`src/rtl/regfile_mp.sv`:
```
// regfile_mp: parametrised two-write / two-read register file with a
// per-register busy scoreboard and optional same-cycle read bypass.
module regfile_mp #(
  parameter int WIDTH = 16,
  parameter int DEPTH = 16,
  parameter bit ZERO_REG = 1'b0,
  parameter bit BYPASS = 1'b1,
  localparam int AW = $clog2(DEPTH)
) (
  input  logic             clk,
  input  logic             rst_n,
  input  logic             w0_en,
  input  logic [AW-1:0]    w0_sel,
  input  logic [WIDTH-1:0] w0_data,
  input  logic             w1_en,
  input  logic [AW-1:0]    w1_sel,
  input  logic [WIDTH-1:0] w1_data,
  input  logic             rsv_en,
  input  logic [AW-1:0]    rsv_sel,
  input  logic [AW-1:0]    a_sel,
  input  logic [AW-1:0]    b_sel,
  output logic [WIDTH-1:0] a,
  output logic [WIDTH-1:0] b,
  output logic             a_busy,
  output logic             b_busy,
  output logic             wr_conflict
);

  logic [WIDTH-1:0] mem [DEPTH];
  logic [DEPTH-1:0] busy;
  logic [DEPTH-1:0] keep;
  logic [DEPTH-1:0] w0_hit;
  logic [DEPTH-1:0] w1_hit;
  logic [DEPTH-1:0] rsv_hit;
  logic [DEPTH-1:0] clr_byp;
  logic             conflict;
  logic             byp;

  // register 0 is masked out of every write/reserve when hardwired
  assign keep    = ZERO_REG ? ~DEPTH'(1) : '1;
  assign w0_hit  = w0_en ? ((DEPTH'(1) << w0_sel) & keep) : '0;
  assign w1_hit  = w1_en ? ((DEPTH'(1) << w1_sel) & keep) : '0;
  assign rsv_hit = rsv_en ? ((DEPTH'(1) << rsv_sel) & keep) : '0;
  assign conflict = w0_en & w1_en & (w0_sel == w1_sel);

  always_ff @(posedge clk or negedge rst_n) begin
    if (!rst_n) begin
      for (int i = 0; i < DEPTH; i++) mem[i] <= '0;
      busy        <= '0;
      wr_conflict <= 1'b0;
    end else begin
      wr_conflict <= conflict;
      for (int i = 0; i < DEPTH; i++) begin
        if (w0_hit[i]) mem[i] <= w0_data;
        else if (w1_hit[i]) mem[i] <= w1_data;
      end
      // a fresh reservation outranks the clear from a retiring write
      busy <= (busy & ~(w0_hit | w1_hit)) | rsv_hit;
    end
  end

  // forwarding is suppressed in reset so outputs read idle at once
  assign clr_byp = (w0_hit | w1_hit) & ~rsv_hit;
  assign byp     = BYPASS & rst_n;

  always_comb begin
    a      = mem[a_sel];
    a_busy = busy[a_sel];
    if (byp) begin
      if (w0_hit[a_sel]) a = w0_data;
      else if (w1_hit[a_sel]) a = w1_data;
      a_busy = a_busy & ~clr_byp[a_sel];
    end
  end

  always_comb begin
    b      = mem[b_sel];
    b_busy = busy[b_sel];
    if (byp) begin
      if (w0_hit[b_sel]) b = w0_data;
      else if (w1_hit[b_sel]) b = w1_data;
      b_busy = b_busy & ~clr_byp[b_sel];
    end
  end

endmodule

```
`config.mk`:
```
export PLATFORM = sky130hd
export DESIGN_NAME = regfile_mp
export DESIGN_NICKNAME = d
export VERILOG_FILES = /design/src/rtl/regfile_mp.sv
export SDC_FILE = /design/constraint.sdc
export NUM_CORES = 1
export LEC_CHECK = 0
export CORE_MARGIN = 2
export CORE_UTILIZATION = 65
export CTS_BUF_LIST = sky130_fd_sc_hd__clkbuf_4 sky130_fd_sc_hd__clkbuf_8 sky130_fd_sc_hd__clkbuf_16
export DETAILED_ROUTE_END_ITERATION = 10
export GPL_TIMING_DRIVEN = 0
export MAX_ROUTING_LAYER = met4
export PLACE_DENSITY = 0.88
export SLEW_MARGIN = 15
export SYNTH_ARGS = -nofsm -noshare
export SYNTH_HDL_FRONTEND = slang
export SYNTH_SLANG_ARGS = --single-unit
```
`constraint.sdc`:
```
create_clock -name clk -period 5.6 [get_ports clk]
set_clock_uncertainty 0.2 [all_clocks]
set_input_delay 1.4 -clock clk [delete_from_list [all_inputs] [get_ports clk]]
set_output_delay 1.4 -clock clk [all_outputs]
set_load 0.02 [all_outputs]
```
==> results of run 1 <==
==> layout by cell type (no fill, tap or decap), drive strengths merged, types with 6 or more instances in the layout <==
| cell type | count |
|---|---|
| mux4 | 174 |
| clkinv | 6 |
| mux2i | 256 |
| nor2 | 176 |
| dlygate4sd2 | 22 |
| inv | 6 |
| o21ai | 131 |
| dfrtp | 273 |
| a31o | 12 |
| nor3 | 11 |
| xor2 | 15 |
| clkbuf | 181 |
| nand3 | 16 |
| o22ai | 35 |
| buf | 88 |
| a21oi | 173 |
| clkdlybuf4s50 | 13 |
| nand2b | 6 |
| nand2 | 152 |
==> stage by stage <==
stage               setup TNS [ps]  setup slack [ps]  hold WS [ps]
finish                      -216.3            -161.3         339.9
global route                -335.8            -120.2         353.4
CTS                         -138.5            -138.5         332.8
detailed placement          -28610             -1056         318.8
global placement          -2790170             -9607         310.7
floorplan                        0             739.4         294.2
==> sequential cells by signal, indices dropped and copies added (netlist names) <==
| register | count |
|---|---|
| mem | 256 |
| wr_conflict | 1 |
| busy | 16 |
==> critical path, delay by kind of cell <==
kind                   cells  cell delay (ps)
AOI/OAI and AO/OA          3              570
buffers and inverters      2              920
and+or+nand+nor            2              940
muxes                      1              320
==> metal layers <==
metal / share of wire, % / vias to the layer above / global-route usage, %
li1: - / 6446 / -
met1: 32 / 8021 / 58.57
met2: 44 / 1565 / 74.63
met3: 13 / 489 / 14.76
met4: 11 / 0 / 42.07
met5: 0 / - / -
==> cell usage after synthesis, drive strengths merged <==
library cell	n
a211oi	2
inv	6
xor2	15
nand2	152
clkbuf	126
nand3b	2
mux4	174
a31o	12
mux2i	256
nand2b	6
mux2	2
a221oi	1
nor3	11
nand3	16
nor4	1
xnor2	5
nor4b	1
and3	2
buf	80
a21boi	2
o22ai	35
o32ai	5
dfrtp	273
nor3b	5
a22oi	1
and2	5
o221ai	4
nor2	176
or3b	2
and3b	5
o2111ai	1
o311a	1
a2111oi	2
o21ai	131
a21oi	173
nor2b	5
==> layout make-up <==
class,count,area (um2),share of cell area (%)
Multi-Input combinational cell,1211,10600,51.49
Timing Repair Buffer,59,593.1,2.881
Antenna cell,5,12.51,0.06079
Buffer,205,953.4,4.632
Clock inverter,11,161.4,0.7842
Inverter,6,22.52,0.1094
Tap cell,378,473.0,2.298
Sequential cell,273,6832,33.19
Clock buffer,45,937.1,4.553
==> final timing paths <==
path / end / slack (ps) / depth (start not counted)
max reg2reg: mem[255]$_DFFE_PN0P_ / 4520 / 2
max in group asynchronous: mem[73]$_DFFE_PN0P_ / 3510 / 3
min in group asynchronous: busy[2]$_DFF_PN0_ / 390 / 1
min: busy[6]$_DFF_PN0_ / 340 / 1
max: a_busy / -160 / 8
min reg2reg: busy[6]$_DFF_PN0_ / 340 / 1
==> power by group <==
part	switching (mW)	leakage, nW	internal [mW]	total, mW
sequential	0.451	3.26	2.47	2.92
clock	0.866	0.550	1.34	2.20
combinational	1.18	5.44	1.08	2.26
total	2.50	9.25	4.89	7.38
==> timing repair <==
item                       CTS  global route
setup buffers                4             3
setup endpoints to repair   34            16
resized for setup          114            41
pin swaps                    4             2
==> cell families after synthesis <==
logic type	share of synthesized area [%]
xor gates and xnor gates	0.9687
buffers and inverters	4.906
muxes	35.97
AOI/OAI and AO/OA	11.15
and+or+nand+nor	9.224
DFF	37.78
==> impl_results.md, run 1 <==
- Crit-path slowest cell: clkdlybuf4s50_1
- Placer Congestion: 1.052
- Synthesized area: 0.01808 mm2
- Die area: 0.02917 mm2
- DRC: 0
- CTS Hold Bufs: 0
- Slew Limit Headroom: 33.52%
- Failing checks: setup timing
- Largest cells by area after synthesis: dfrtp_1 (38%), mux4_2 (22%), mux2i_1 (14%), a21oi_1 (4.8%), nor2_1 (3.6%)
- Post-synthesis sequential area ratio: 37.78%
- Fin. max-slew vios: 0
- Synth Area per Inst: 10.66 um2
- Initial Utilization: 65.63%
- Hold path startpoint: busy[6]$_DFF_PN0_
- Total GRT Usage: 51.03%
- VDD IR max: 0.2963 mV
- Clk pin slew, worst setup/hold paths: 70 ps
- Port Buf Inserts: 49
- P per Cell Area: 358.8 mW/mm2
- Crit-path cells: clkdlybuf4s50_1, nor2b_2, nand2_1, a21oi_2, mux4_2, a22oi_2, o311a_1, dlygate4sd2_1
- Global-route wire length before repair: 103300 um
- Die Y: 170.8 um
- Largest net degree at the start of global routing: 107
- Max Cap Viol: 0
- Final WS setup: -161.3 ps
- CP Capture Type: output port
- Wirelength per Cell: 32.13 um
- Min Tclk post-route: 5761 ps
- Status: finished, violations left
- Setup violations, final: 3
- Nets: 1843
- Synth warn: 0
- Mapped Cells: 1696
- Leakage: 9.251 nW
- Row cnt: 61
- Vias per inst: 7.534
- Fmax: 0.1736 GHz
- Crit-path max cell delay: 600 ps
- Core area: 0.02755 mm2
- Tcrit/Tclk final: 102.9%
- Clock Latency Late Sink: 580 ps
- Total gr overflow: 0
- Share of cells above drive strength 1: 21.16%
- Synth Net Count: 1753
- Final Non-Filler Cells: 2193
- CTS tree: done
- Post-Layout Inst Area: 0.02058 mm2
- CP arrival: 4160 ps
- Layout area overhead: 13.82%
- Worst R2R Start: mem[255]$_DFFE_PN0P_
- Worst endpoint required time: 4000 ps
- RSZ-0062 raised after global routing: yes
- Clk sinks: 273
- Drt pass-1 iters: 6
- ANT nets after route: 0
- Via Count: 16520
- Biggest area consumer among synthesized cells: dfrtp_1
- Fillers: 1839
- Kind of critical path: primary input to output port
- Critical-path maximum fanout: 7
- Initial antenna violation count: 3
- # H-tree levels: 1
- Dpl cell area: 0.01913 mm2
- Worst-Margin Slew: 997.2 ps
- Vias in the first global route: 16000
- Setup crit start: w0_sel[1]
- Seq cells post-synth: 273
- CTS root buf: clkbuf_16
- Clk buf depth: 3
- Final Hold Viols: 0
- CP Launch Type: primary input
- Worst min path class: flip-flop to flip-flop
- Num CTS Buffers: 30
- Hpwl dp: 51230 um
- Inst Count DP: 2126
- DR iter-0 viols: 2869
- Tot Pwr: 7.384 mW
- Ports: 92
- Die X-Extent: 170.8 um
- Post-synth cell types: 48
- Yosys top cell area share: 37.78%
- Total wire length: 70470 um
- Final Util: 74.70%
Power figures use the tool's default switching activity.
==> run 2: changes to the inputs <==
--- a/config.mk
+++ b/config.mk
@@ -5,13 +5,14 @@
 export SDC_FILE = /design/constraint.sdc
 export NUM_CORES = 1
 export LEC_CHECK = 0
+export CAP_MARGIN = 10
 export CORE_MARGIN = 2
-export CORE_UTILIZATION = 65
+export CORE_UTILIZATION = 40
 export CTS_BUF_LIST = sky130_fd_sc_hd__clkbuf_4 sky130_fd_sc_hd__clkbuf_8 sky130_fd_sc_hd__clkbuf_16
 export DETAILED_ROUTE_END_ITERATION = 10
 export GPL_TIMING_DRIVEN = 0
 export MAX_ROUTING_LAYER = met4
-export PLACE_DENSITY = 0.88
+export PLACE_DENSITY = 0.6
 export SLEW_MARGIN = 15
 export SYNTH_ARGS = -nofsm -noshare
 export SYNTH_HDL_FRONTEND = slang
==> run 2 against run 1 <==
  * The flow now finishes without violations
  * Die area up 61%
  * Routed wire length down 7.0%
  * Sequential share of layout area down 0.30 points
  * Register-to-register slack better by 30 ps
  * Sequential power about the same
  * Sequential cell count unchanged
  * Clock power down 6%
  * Global-route usage down 22 points
  * Maximum frequency up 4.0%
  * Design area up 0.92%
  * Worst setup slack better by 220 ps
  * Critical path type unchanged
  * Critical endpoint is now b[13]
  * Largest power group unchanged
==> impl_results.md, run 2 (synthesis gave the netlist of run 1 again) <==
- Fin. max-slew vios: 0 (unchanged)
- Ports: 92 (unchanged)
- Final Hold Viols: 0 (unchanged)
- Worst min path class: flip-flop to flip-flop (unchanged)
- Port Buf Inserts: 49 (unchanged)
- Largest net degree at the start of global routing: 103 (was 107)
- Vias in the first global route: 14770 (was 16000)
- Leakage: 9.300 nW (was 9.251 nW)
- CTS tree: done (unchanged)
- Combinational fraction of design power: 30.5% (was 30.6%)
- Met2 GRT Util: 45.26% (was 74.63%)
- Tot Pwr: 7.117 mW (was 7.384 mW)
- Vias per inst: 6.183 (was 7.534)
- Clk sinks: 273 (unchanged)
- Row cnt: 77 (was 61)
- Drt pass-1 iters: 6 (unchanged)
- Final WS setup: 61.44 ps (was -161.3 ps)
- Nets: 1846 (was 1843)
- Most frequent cells in the layout: dfrtp_1 (273), mux2i_1 (256), mux4_2 (174), nor2_1 (172), a21oi_1 (166) (was dfrtp_1 (273), mux2i_1 (256), mux4_2 (174), nor2_1 (171), a21oi_1 (159))
- # H-tree levels: 1 (unchanged)
- Top reg by flops: mem (unchanged)
- ANT nets after route: 0 (unchanged)
- Wirelength per Cell: 27.25 um (was 32.13 um)
- Global-route wire length before repair: 98860 um (was 103300 um)
- Setup violations, final: 0 (was 3)
- Critical-path maximum fanout: 10 (was 7)
- Total gr overflow: 0 (unchanged)
- Busiest grt layer: met2 (unchanged)
- Die area: 0.04692 mm2 (was 0.02917 mm2)
- GR Util met3: 3.719% (was 14.76%)
- RSZ-0062 raised after global routing: no (was yes)
- Place WS: -1139 ps (was -1056 ps)
- Clock Latency Late Sink: 590 ps (was 580 ps)
- Sequential power share: 40.6% (was 39.6%)
- Fin Hold WS: 349.8 ps (was 339.9 ps)
- DRC: 0 (unchanged)
- CTS root buf: clkbuf_16 (unchanged)
- Core area: 0.04441 mm2 (was 0.02755 mm2)
- Total wire length: 65560 um (was 70470 um)
- DR iter-0 viols: 1607 (was 2869)
- Fmax: 0.1806 GHz (was 0.1736 GHz)
- Initial Utilization: 40.71% (was 65.63%)
- Hpwl dp: 53130 um (was 51230 um)
- CP arrival: 3940 ps (was 4160 ps)
- CTS Hold Bufs: 0 (unchanged)
- Slew Limit Headroom: 32.04% (was 33.52%)
- Clk network pwr share: 28.9% (was 29.8%)
- Global routing usage on met1: 38.50% (was 58.57%)
- Kind of critical path: primary input to output port (unchanged)
- Min Tclk post-route: 5539 ps (was 5761 ps)
- CP Capture Type: output port (unchanged)
- Tcrit/Tclk final: 98.90% (was 102.9%)
- Biggest regs: mem: 256 flops, busy: 16 flops, wr_conflict: 1 flops (unchanged)
- Initial antenna violation count: 2 (was 3)
- Die X-Extent: 216.6 um (was 170.8 um)
- Fillers: 4168 (was 1839)
- Layout area overhead: 14.88% (was 13.82%)
- Clk pin slew, worst setup/hold paths: 60 ps (was 70 ps)
- Inst Count DP: 2340 (was 2126)
- Sw Pwr: 2.368 mW (was 2.496 mW)
- Clk buf depth: 3 (unchanged)
- Max Cap Viol: 0 (unchanged)
- Worst-Margin Slew: 1019 ps (was 997.2 ps)
- Most common cell after layout, fill and taps aside: dfrtp_1 (unchanged)
- VDD IR max: 0.2563 mV (was 0.2963 mV)
- Number of flip-flops in the largest register: 256 (unchanged)
- Pint: 4.749 mW (was 4.888 mW)
- Status: finished clean (was finished, violations left)
- Switch share: 33.27% (was 33.80%)
- Final Non-Filler Cells: 2406 (was 2193)
- CP Launch Type: primary input (unchanged)
- Placer Congestion: 1.051 (was 1.052)
- Total GRT Usage: 29.21% (was 51.03%)
- Via Count: 14880 (was 16520)
- P per Cell Area: 342.6 mW/mm2 (was 358.8 mW/mm2)
- Final Util: 46.77% (was 74.70%)
- Die Y: 216.6 um (was 170.8 um)
- Num CTS Buffers: 31 (was 30)
- Share of cells above drive strength 1: 20.74% (was 21.16%)
- Reg2Reg Setup Slack: 4550 ps (was 4520 ps)
- Worst endpoint required time: 4000 ps (about the same)
## run 2: worst paths after layout
kind,cells after the start,from,end
min,1,busy[1]$_DFF_PN0_,busy[1]$_DFF_PN0_
min reg2reg,1,busy[1]$_DFF_PN0_,busy[1]$_DFF_PN0_
min in group asynchronous,1,rst_n,wr_conflict$_DFF_PN0_
max,10,w1_sel[0],b[13]
max in group asynchronous,3,rst_n,mem[199]$_DFFE_PN0P_
max reg2reg,2,busy[12]$_DFF_PN0_,busy[12]$_DFF_PN0_
## run 2: through the flow
step,TNS [ps],instance area [um2]
after floorplan,0,18080
after global placement,-2966230,19310
after detailed placement,-28240,19400
after CTS,0,20710
after global routing,0,20770
final,0,20770
## run 2: power groups by stage
stage	Clock (mW)	Sequential [mW]	Combinational, mW
detailed placement	0	2.92	2.16
global placement	0	2.89	2.12
floorplan	0	2.74	1.48
finish	2.06	2.89	2.17
CTS	2.08	2.89	2.14
global route	2.17	2.95	2.30
## run 2: layout make-up
cell class | instances | area, um2 | area share (%)
sequential | 273 | 6832 | 32.89
timing repair buffer | 62 | 628.1 | 3.024
inverter | 6 | 22.52 | 0.1084
clock buffer | 49 | 979.7 | 4.716
antenna | 1 | 2.502 | 0.01205
tap | 592 | 740.7 | 3.566
buffer | 204 | 973.4 | 4.686
multi-input combinational | 1211 | 10550 | 50.79
clock inverter | 8 | 43.79 | 0.2108
## run 2: worst max-delay path, cell delays in order
cell and delay, ps:
clkdlybuf4s50_1 520, buf_4 250, xor2_1 100, nor3_2 240, nand2_1 150, a21boi_4 230
clkbuf_4 270, nor2_1 80, a21oi_1 280, dlygate4sd2_1 390
## run 2: repair_timing
action                                  4_1_cts  5_1_grt
pin swaps                                     5        0
resized for setup                           118       28
buffers inserted                             10        0
endpoints found under the setup margin       34       17
## run 2: per-layer routing
| metal | up-vias | share of wire [%] |
|---|---|---|
| met2 | 743 | 46 |
| met3 | 174 | 7.7 |
| met5 | - | 0 |
| met1 | 7507 | 40 |
| met4 | 0 | 5.6 |
| li1 | 6453 | - |
